### src/rtl/popcnt_pkg.sv
// Shared types and constants for the popcount frame accumulator.
package popcnt_pkg;

    localparam int unsigned ACC_W_DEF  = 12;
    localparam int unsigned BEAT_W_DEF = 8;
    localparam int unsigned CNT_W      = 4;
    localparam int unsigned MAX_CNT    = 11;

    typedef enum logic {
        S_ACC = 1'b0,
        S_OUT = 1'b1
    } state_e;

    // An 11-input popcount can never legitimately exceed MAX_CNT.
    function automatic logic cnt_illegal(input logic [CNT_W-1:0] cnt);
        return cnt > CNT_W'(MAX_CNT);
    endfunction

endpackage

### src/rtl/popcnt_acc_add.sv
// Accumulator adder with overflow detect; POPCNT_ACC_SAT_EN selects clamp
// at all-ones instead of modulo wrap.
module popcnt_acc_add
    import popcnt_pkg::*;
#(
    parameter int unsigned ACC_W = ACC_W_DEF
) (
    input  logic [ACC_W-1:0] acc,
    input  logic [CNT_W-1:0] cnt,
    output logic [ACC_W-1:0] sum_c,
    output logic             ovf_c
);

    logic [ACC_W:0] wide;

    assign wide  = {1'b0, acc} + (ACC_W+1)'(cnt);
    assign ovf_c = wide[ACC_W];

`ifdef POPCNT_ACC_SAT_EN
    assign sum_c = ovf_c ? '1 : wide[ACC_W-1:0];
`else
    assign sum_c = wide[ACC_W-1:0];
`endif

endmodule

### src/rtl/popcnt_accumulator.sv
// Sums per-beat popcounts over a frame and presents one registered result
// per frame with valid/ready handshakes. Overflow mode: POPCNT_ACC_SAT_EN.
module popcnt_accumulator
    import popcnt_pkg::*;
#(
    parameter int unsigned ACC_W  = ACC_W_DEF,
    parameter int unsigned BEAT_W = BEAT_W_DEF
) (
    input  logic              clk,
    input  logic              rst,
    input  logic              in_valid,
    output logic              in_ready,
    input  logic [CNT_W-1:0]  in_cnt,
    input  logic              in_last,
    output logic              out_valid,
    input  logic              out_ready,
    output logic [ACC_W-1:0]  out_sum,
    output logic [BEAT_W-1:0] out_beats,
    output logic              out_ovf,
    output logic              out_err
);

    localparam logic [BEAT_W-1:0] BEATS_MAX = '1;

    state_e             state_q;
    state_e             state_d;
    logic [ACC_W-1:0]   acc_q;
    logic [ACC_W-1:0]   sum_nxt;
    logic [BEAT_W-1:0]  beats_q;
    logic [BEAT_W-1:0]  beats_nxt;
    logic               ovf_q;
    logic               err_q;
    logic               add_ovf;
    logic               ovf_nxt;
    logic               err_nxt;
    logic               accept;
    logic               accept_last;

    assign out_valid   = (state_q == S_OUT);
    assign in_ready    = !(out_valid && !out_ready);
    assign accept      = in_valid && in_ready;
    assign accept_last = accept && in_last;

    popcnt_acc_add #(
        .ACC_W (ACC_W)
    ) u_add (
        .acc   (acc_q),
        .cnt   (in_cnt),
        .sum_c (sum_nxt),
        .ovf_c (add_ovf)
    );

    assign beats_nxt = (beats_q == BEATS_MAX) ? beats_q : beats_q + BEAT_W'(1);
    assign ovf_nxt   = ovf_q | add_ovf;
    assign err_nxt   = err_q | cnt_illegal(in_cnt);

    // State register
    always_ff @(posedge clk) begin
        if (rst) begin
            state_q <= S_ACC;
        end else begin
            state_q <= state_d;
        end
    end

    // Next state; a last beat taken while draining keeps S_OUT without a bubble
    always_comb begin
        state_d = state_q;
        case (state_q)
            S_ACC: begin
                if (accept_last) begin
                    state_d = S_OUT;
                end
            end
            S_OUT: begin
                if (accept_last) begin
                    state_d = S_OUT;
                end else if (out_ready) begin
                    state_d = S_ACC;
                end
            end
            default: state_d = S_ACC;
        endcase
    end

    // Running frame accumulation and result capture
    always_ff @(posedge clk) begin
        if (rst) begin
            acc_q     <= '0;
            beats_q   <= '0;
            ovf_q     <= 1'b0;
            err_q     <= 1'b0;
            out_sum   <= '0;
            out_beats <= '0;
            out_ovf   <= 1'b0;
            out_err   <= 1'b0;
        end else if (accept) begin
            if (in_last) begin
                out_sum   <= sum_nxt;
                out_beats <= beats_nxt;
                out_ovf   <= ovf_nxt;
                out_err   <= err_nxt;
                acc_q     <= '0;
                beats_q   <= '0;
                ovf_q     <= 1'b0;
                err_q     <= 1'b0;
            end else begin
                acc_q     <= sum_nxt;
                beats_q   <= beats_nxt;
                ovf_q     <= ovf_nxt;
                err_q     <= err_nxt;
            end
        end
    end

endmodule

### config.mk
export PLATFORM = sky130hd
export DESIGN_NAME = popcnt_accumulator
export DESIGN_NICKNAME = d
export VERILOG_FILES = /design/src/rtl/popcnt_pkg.sv /design/src/rtl/popcnt_acc_add.sv /design/src/rtl/popcnt_accumulator.sv
export SDC_FILE = /design/constraint.sdc
export NUM_CORES = 1
export LEC_CHECK = 0
export ABC_AREA = 0
export CAP_MARGIN = 10
export CORE_MARGIN = 4
export CORE_UTILIZATION = 58
export DETAILED_ROUTE_END_ITERATION = 12
export PLACE_DENSITY_LB_ADDON = 0.15
export SLEW_MARGIN = 20
export SYNTH_ARGS = -nofsm -noshare
export SYNTH_HDL_FRONTEND = slang
export SYNTH_SLANG_ARGS = --single-unit
export TNS_END_PERCENT = 50
### constraint.sdc
create_clock -name clk -period 4.3 [get_ports clk]
set_input_delay 0.43 -clock clk [delete_from_list [all_inputs] [get_ports clk]]
set_output_delay 0.43 -clock clk [all_outputs]
set_load 0.01 [all_outputs]
======== Yosys cells after proc, flatten, opt, wreduce, memory -nomap -nowiden ========
Cells that the tools add are included.
storage, ports and cells
  word-level logic and storage cells ...... 31
  output and inout port bits .............. 24
  input bits .............................. 9
  flip-flop bits (word level) ............. 45
operators by class
  eq/ne operators ......................... 1
  muxes and demuxes ....................... 9
  $add $sub $neg .......................... 2
  bitwise gates (word level) .............. 3
  $lt $le $gt $ge ......................... 1
  reductions and logical operators ........ 6
operators with widths
  kind                                          number
  2-to-1 mux 8 bit                              2
  adder 12 x 4 -> 13 bit                        1
  2-to-1 mux 12 bit                             1
  adder 8 x 1 -> 8 bit (second input constant)  1
  equality test 8 bit (second input constant)   1
  2-to-1 mux 1 bit                              5
  > comparator 4 bit (second input constant)    1
  logical AND 1 bit                             3
  zero test 1 bit                               2
  bitwise OR 1 bit                              2
  one-hot mux 1 bit (2 select lines)            1
  AND reduction 2 bit                           1
  inverter 1 bit                                1

======== Depth between registers and ports, before layout ========
  depth in word-level cells ............... 7
  depth in mapped cells ................... 7
  mapped depth without buffers ............ 6

======== Hierarchy ========
Synthesis repeated with hierarchy kept, for this count alone.
unflattened totals
  cell total of the unflattened synthesis .. 226
  area, all modules ....................... 2175.8 um^2
modules (own cells, without submodules)
  module              times used  area an instance (um^2)  sequential area each (um^2)  cells each
  popcnt_accumulator  1           1878.1                   900.9                        186
  popcnt_acc_add      1           297.8                    0.0                          40

======== Worst setup path after synthesis ========
Ideal clock, no wire load.
  path kind ............................... in2reg
  start point ............................. input port in_cnt[0]
  end point ............................... register acc_q[10]
  buffers on the path ..................... 0
  arrival ................................. 1787 ps
  setup time .............................. 122 ps
  stages on the path ...................... 6
  data required time ...................... 4178 ps
  slack ................................... 2391 ps
  cell sequence ........................... ha_1 > fa_1 > nand3_1 > a211oi_1 > nor4b_1 > a311o_1
on the way
  longest elaborated chain between the ends .. 2
ends and longest elaborated chain
  item                    line                       source
  start: declaration      popcnt_accumulator.sv:13   input logic [CNT_W-1:0] in_cnt,
  adder 12 x 4 -> 13 bit  popcnt_acc_add.sv:16       assign wide = {1'b0, acc} + (ACC_W+1)'(cnt);
  2-to-1 mux 12 bit       popcnt_accumulator.sv:98   if (in_last) begin
  end signal: assignment  popcnt_accumulator.sv:108  acc_q <= sum_nxt;
  end: declaration        popcnt_accumulator.sv:27   logic [ACC_W-1:0] acc_q;
Every way passes these cells.
A chain may end at the register's enable or synchronous reset.

======== Final worst setup path ========
  start point ............................. input port in_last
  end point ............................... register out_sum[5]
on the way
  longest elaborated chain between the ends .. 1
ends and longest elaborated chain
  item                           line                      source
  start: declaration             popcnt_accumulator.sv:14  input logic in_last,
  AND reduction 2 bit (no line)  --
  end signal: assignment         popcnt_accumulator.sv:99  out_sum <= sum_nxt;
  end: declaration               popcnt_accumulator.sv:17  output logic [ACC_W-1:0] out_sum,
Every way passes these cells.

==> out/results.ini <==
[logic_synthesis]
syn-num-nets = 279
syn-instance-count = 264
synth.distinct_cells = 55
synth-edff-count = 0
synthArstFlopShare = 0
syn_area_um2 = 2240
syn_avg_cell_area_um2 = 8.50
ys_ff_latch = 45
synth_flop_cell = dfxtp_1
synth-seq-area-share = 0.401
synth_warnings = 0

[route]
drc = 0
avgViaCountPerCell = 6.18
drt_pass1_iterations = 7
routed_wirelength_um = 5330
ant_nets = 0
initialDrtViolationCount = 244
vias = 2108
post_drt_wl_per_cell_um = 15.6

[final_layout]
final_cell_mix = dfxtp_1, nand2_1, clkdlybuf4s50_1
final_util = 0.732
final_common_cell = dfxtp_1
antenna_cells = 0
final_nets = 307
area_growth_syn_to_layout_pct = 20.3
drive_gt1_frac = 0.0683

[grt]
antenna_found_initial = 0
met3_usage = 0.0403
grt-busiest-layer = met2
grt_use_met1 = 0.301
grt_pass1_wl_um = 9090
grt_pass1_vias = 1954
grt_start_max_net_pins = 32
grt_usage = 0.225
overflow = 0
grt_use_met2 = 0.354

[run]
cap_violations = 0

[clock_tree]
cts-root-buf = clkbuf_8
cts_hold_buf = 0
cts_resized = 0
clk_pin_slew_worst_paths_ns = 0.08
tritoncts = done
cts_buffers = 5
postCtsSetupBuffers = 0
clock_latency_ns = 0.30
cts_buffer_depth = 2
h-tree-depth = 2
clock_sinks = 45

[sta]
hold_viol = 0
tightest_slew_ns = 0.707
setup_viol = 0
finalCritPeriodShare = 0.585
tns_ns = 0
slew_headroom = 0.527
post-route-min-period_ns = 2.52
fmax_mhz = 397
rsz0062_at_grt = false
whs_ns = 0.455
skew_ns = 0.00707
finalMaxSlewViolations = 0

[floorplan]
dieHeight_um = 70.2
start_util = 0.609
num_io_pins = 33
row_count = 22
die_area_um2 = 4930
core-area_um2 = 3690
die_w_um = 70.2

[worst_setup_path]
path_buf_inv = 1
critical_path.top_delay_family = simple AND/OR/NAND/NOR gates
arrival_ns = 2.76
cp-end-kind = flip-flop
worstPathCellList = clkdlybuf4s50_1, and2_1, nand3_1, or4_1, nand3_1
cp-start-kind = primary input
critical_path.most_common_cell = nand3_1
cp_data_required_time_ns = 4.54
worst-path-stages = 5
critPathMaxStageDelay_ns = 0.93
critPathMaxFanout = 19
ff2ff_path_depth = 6
path_class = primary input to flip-flop
cp_slowest_cell = clkdlybuf4s50_1

[worst_hold_path]
hp-class = flip-flop to flip-flop
hold_depth = 2

[power]
power_uw = 851
ir_drop_mv = 0.180
power.density_nw_per_um2 = 315
power_leakage_nw = 0.940

[placed_design]
dp_hpwl_um = 3520
port-buffer-count = 32
gp_congestion = 0.940

[outcome]
outcome = finished clean

## tightest hold or removal path, cell delays in order (launching register included)
cell     delay (ns)
dfxtp_1        0.33
nand2_1        0.04
o21ai_0        0.05
## per-stage QoR
step	instances	area, um^2	worst slack, ns
5_1_grt	341	2700	1.69
3_3_place_gp	333	2580	1.59
6_report	341	2700	1.78
3_5_place_dp	333	2580	1.50
2_1_floorplan	264	2240	2.39
4_1_cts	341	2700	1.80
## cell usage after synthesis (5+ instances only)
cell type | n | share of area
or4_1 | 7 | 0.023
inv_1 | 5 | 0.0084
a21oi_1 | 17 | 0.038
xnor2_1 | 6 | 0.023
nor2b_1 | 6 | 0.017
nor2_1 | 9 | 0.015
clkbuf_1 | 7 | 0.012
dfxtp_1 | 45 | 0.40
o21ai_0 | 21 | 0.047
nand2_1 | 35 | 0.059
nand3_1 | 14 | 0.031
ha_1 | 5 | 0.028
a31oi_1 | 6 | 0.017
nor3_1 | 6 | 0.013
## path summary, 6_finish.rpt
| kind | startpoint | to | slack (ns) |
|---|---|---|---|
| setup reg to reg | acc_q[0] | acc_q[10] | 2.34 |
| hold / removal | out_sum[10] | out_sum[10] | 0.45 |
| hold reg to reg | out_sum[10] | out_sum[10] | 0.45 |
| setup / recovery | in_last | out_sum[5] | 1.78 |
## layout make-up
cell class              instances  area, um^2
flip-flops and latches         45         901
clock inverters                 1        30.0
fillers                       307         987
clock buffers                   7        86.3
multi-input cells             198        1250
repair buffers                 36         350
well taps                      48        60.1
inverters                       6        22.5
## metal layers
metal / wire length (um) / part of all wire
met5: 0 / 0
met4: 108 / 0.020
met3: 334 / 0.063
met2: 2420 / 0.45
met1: 2480 / 0.46
## state kept, by name (all words and copies together), names as in the netlist
signal and cells:
out_sum 12, acc_q 12, out_ovf 1, out_valid 1, ovf_q 1, out_beats 8
out_err 1, beats_q 8, err_q 1
## power by group
part	internal [mW]	leakage [nW]	total (mW)	switching [mW]
clock	0.190	0.0585	0.331	0.141
sequential	0.425	0.364	0.430	0.00580
combinational	0.0367	0.517	0.0899	0.0532
## cells by family after synthesis
family	count (synthesis)	synth area share
AOI/OAI and AO/OA	74	0.217
xor gates and xnor gates	7	0.0273
adders and majority gates	6	0.0368
buffers and inverters	21	0.0412
DFF	45	0.401
muxes	1	0.00446
and+or+nand+nor	110	0.271
No activity file was read; power rests on OpenSTA's default activity.
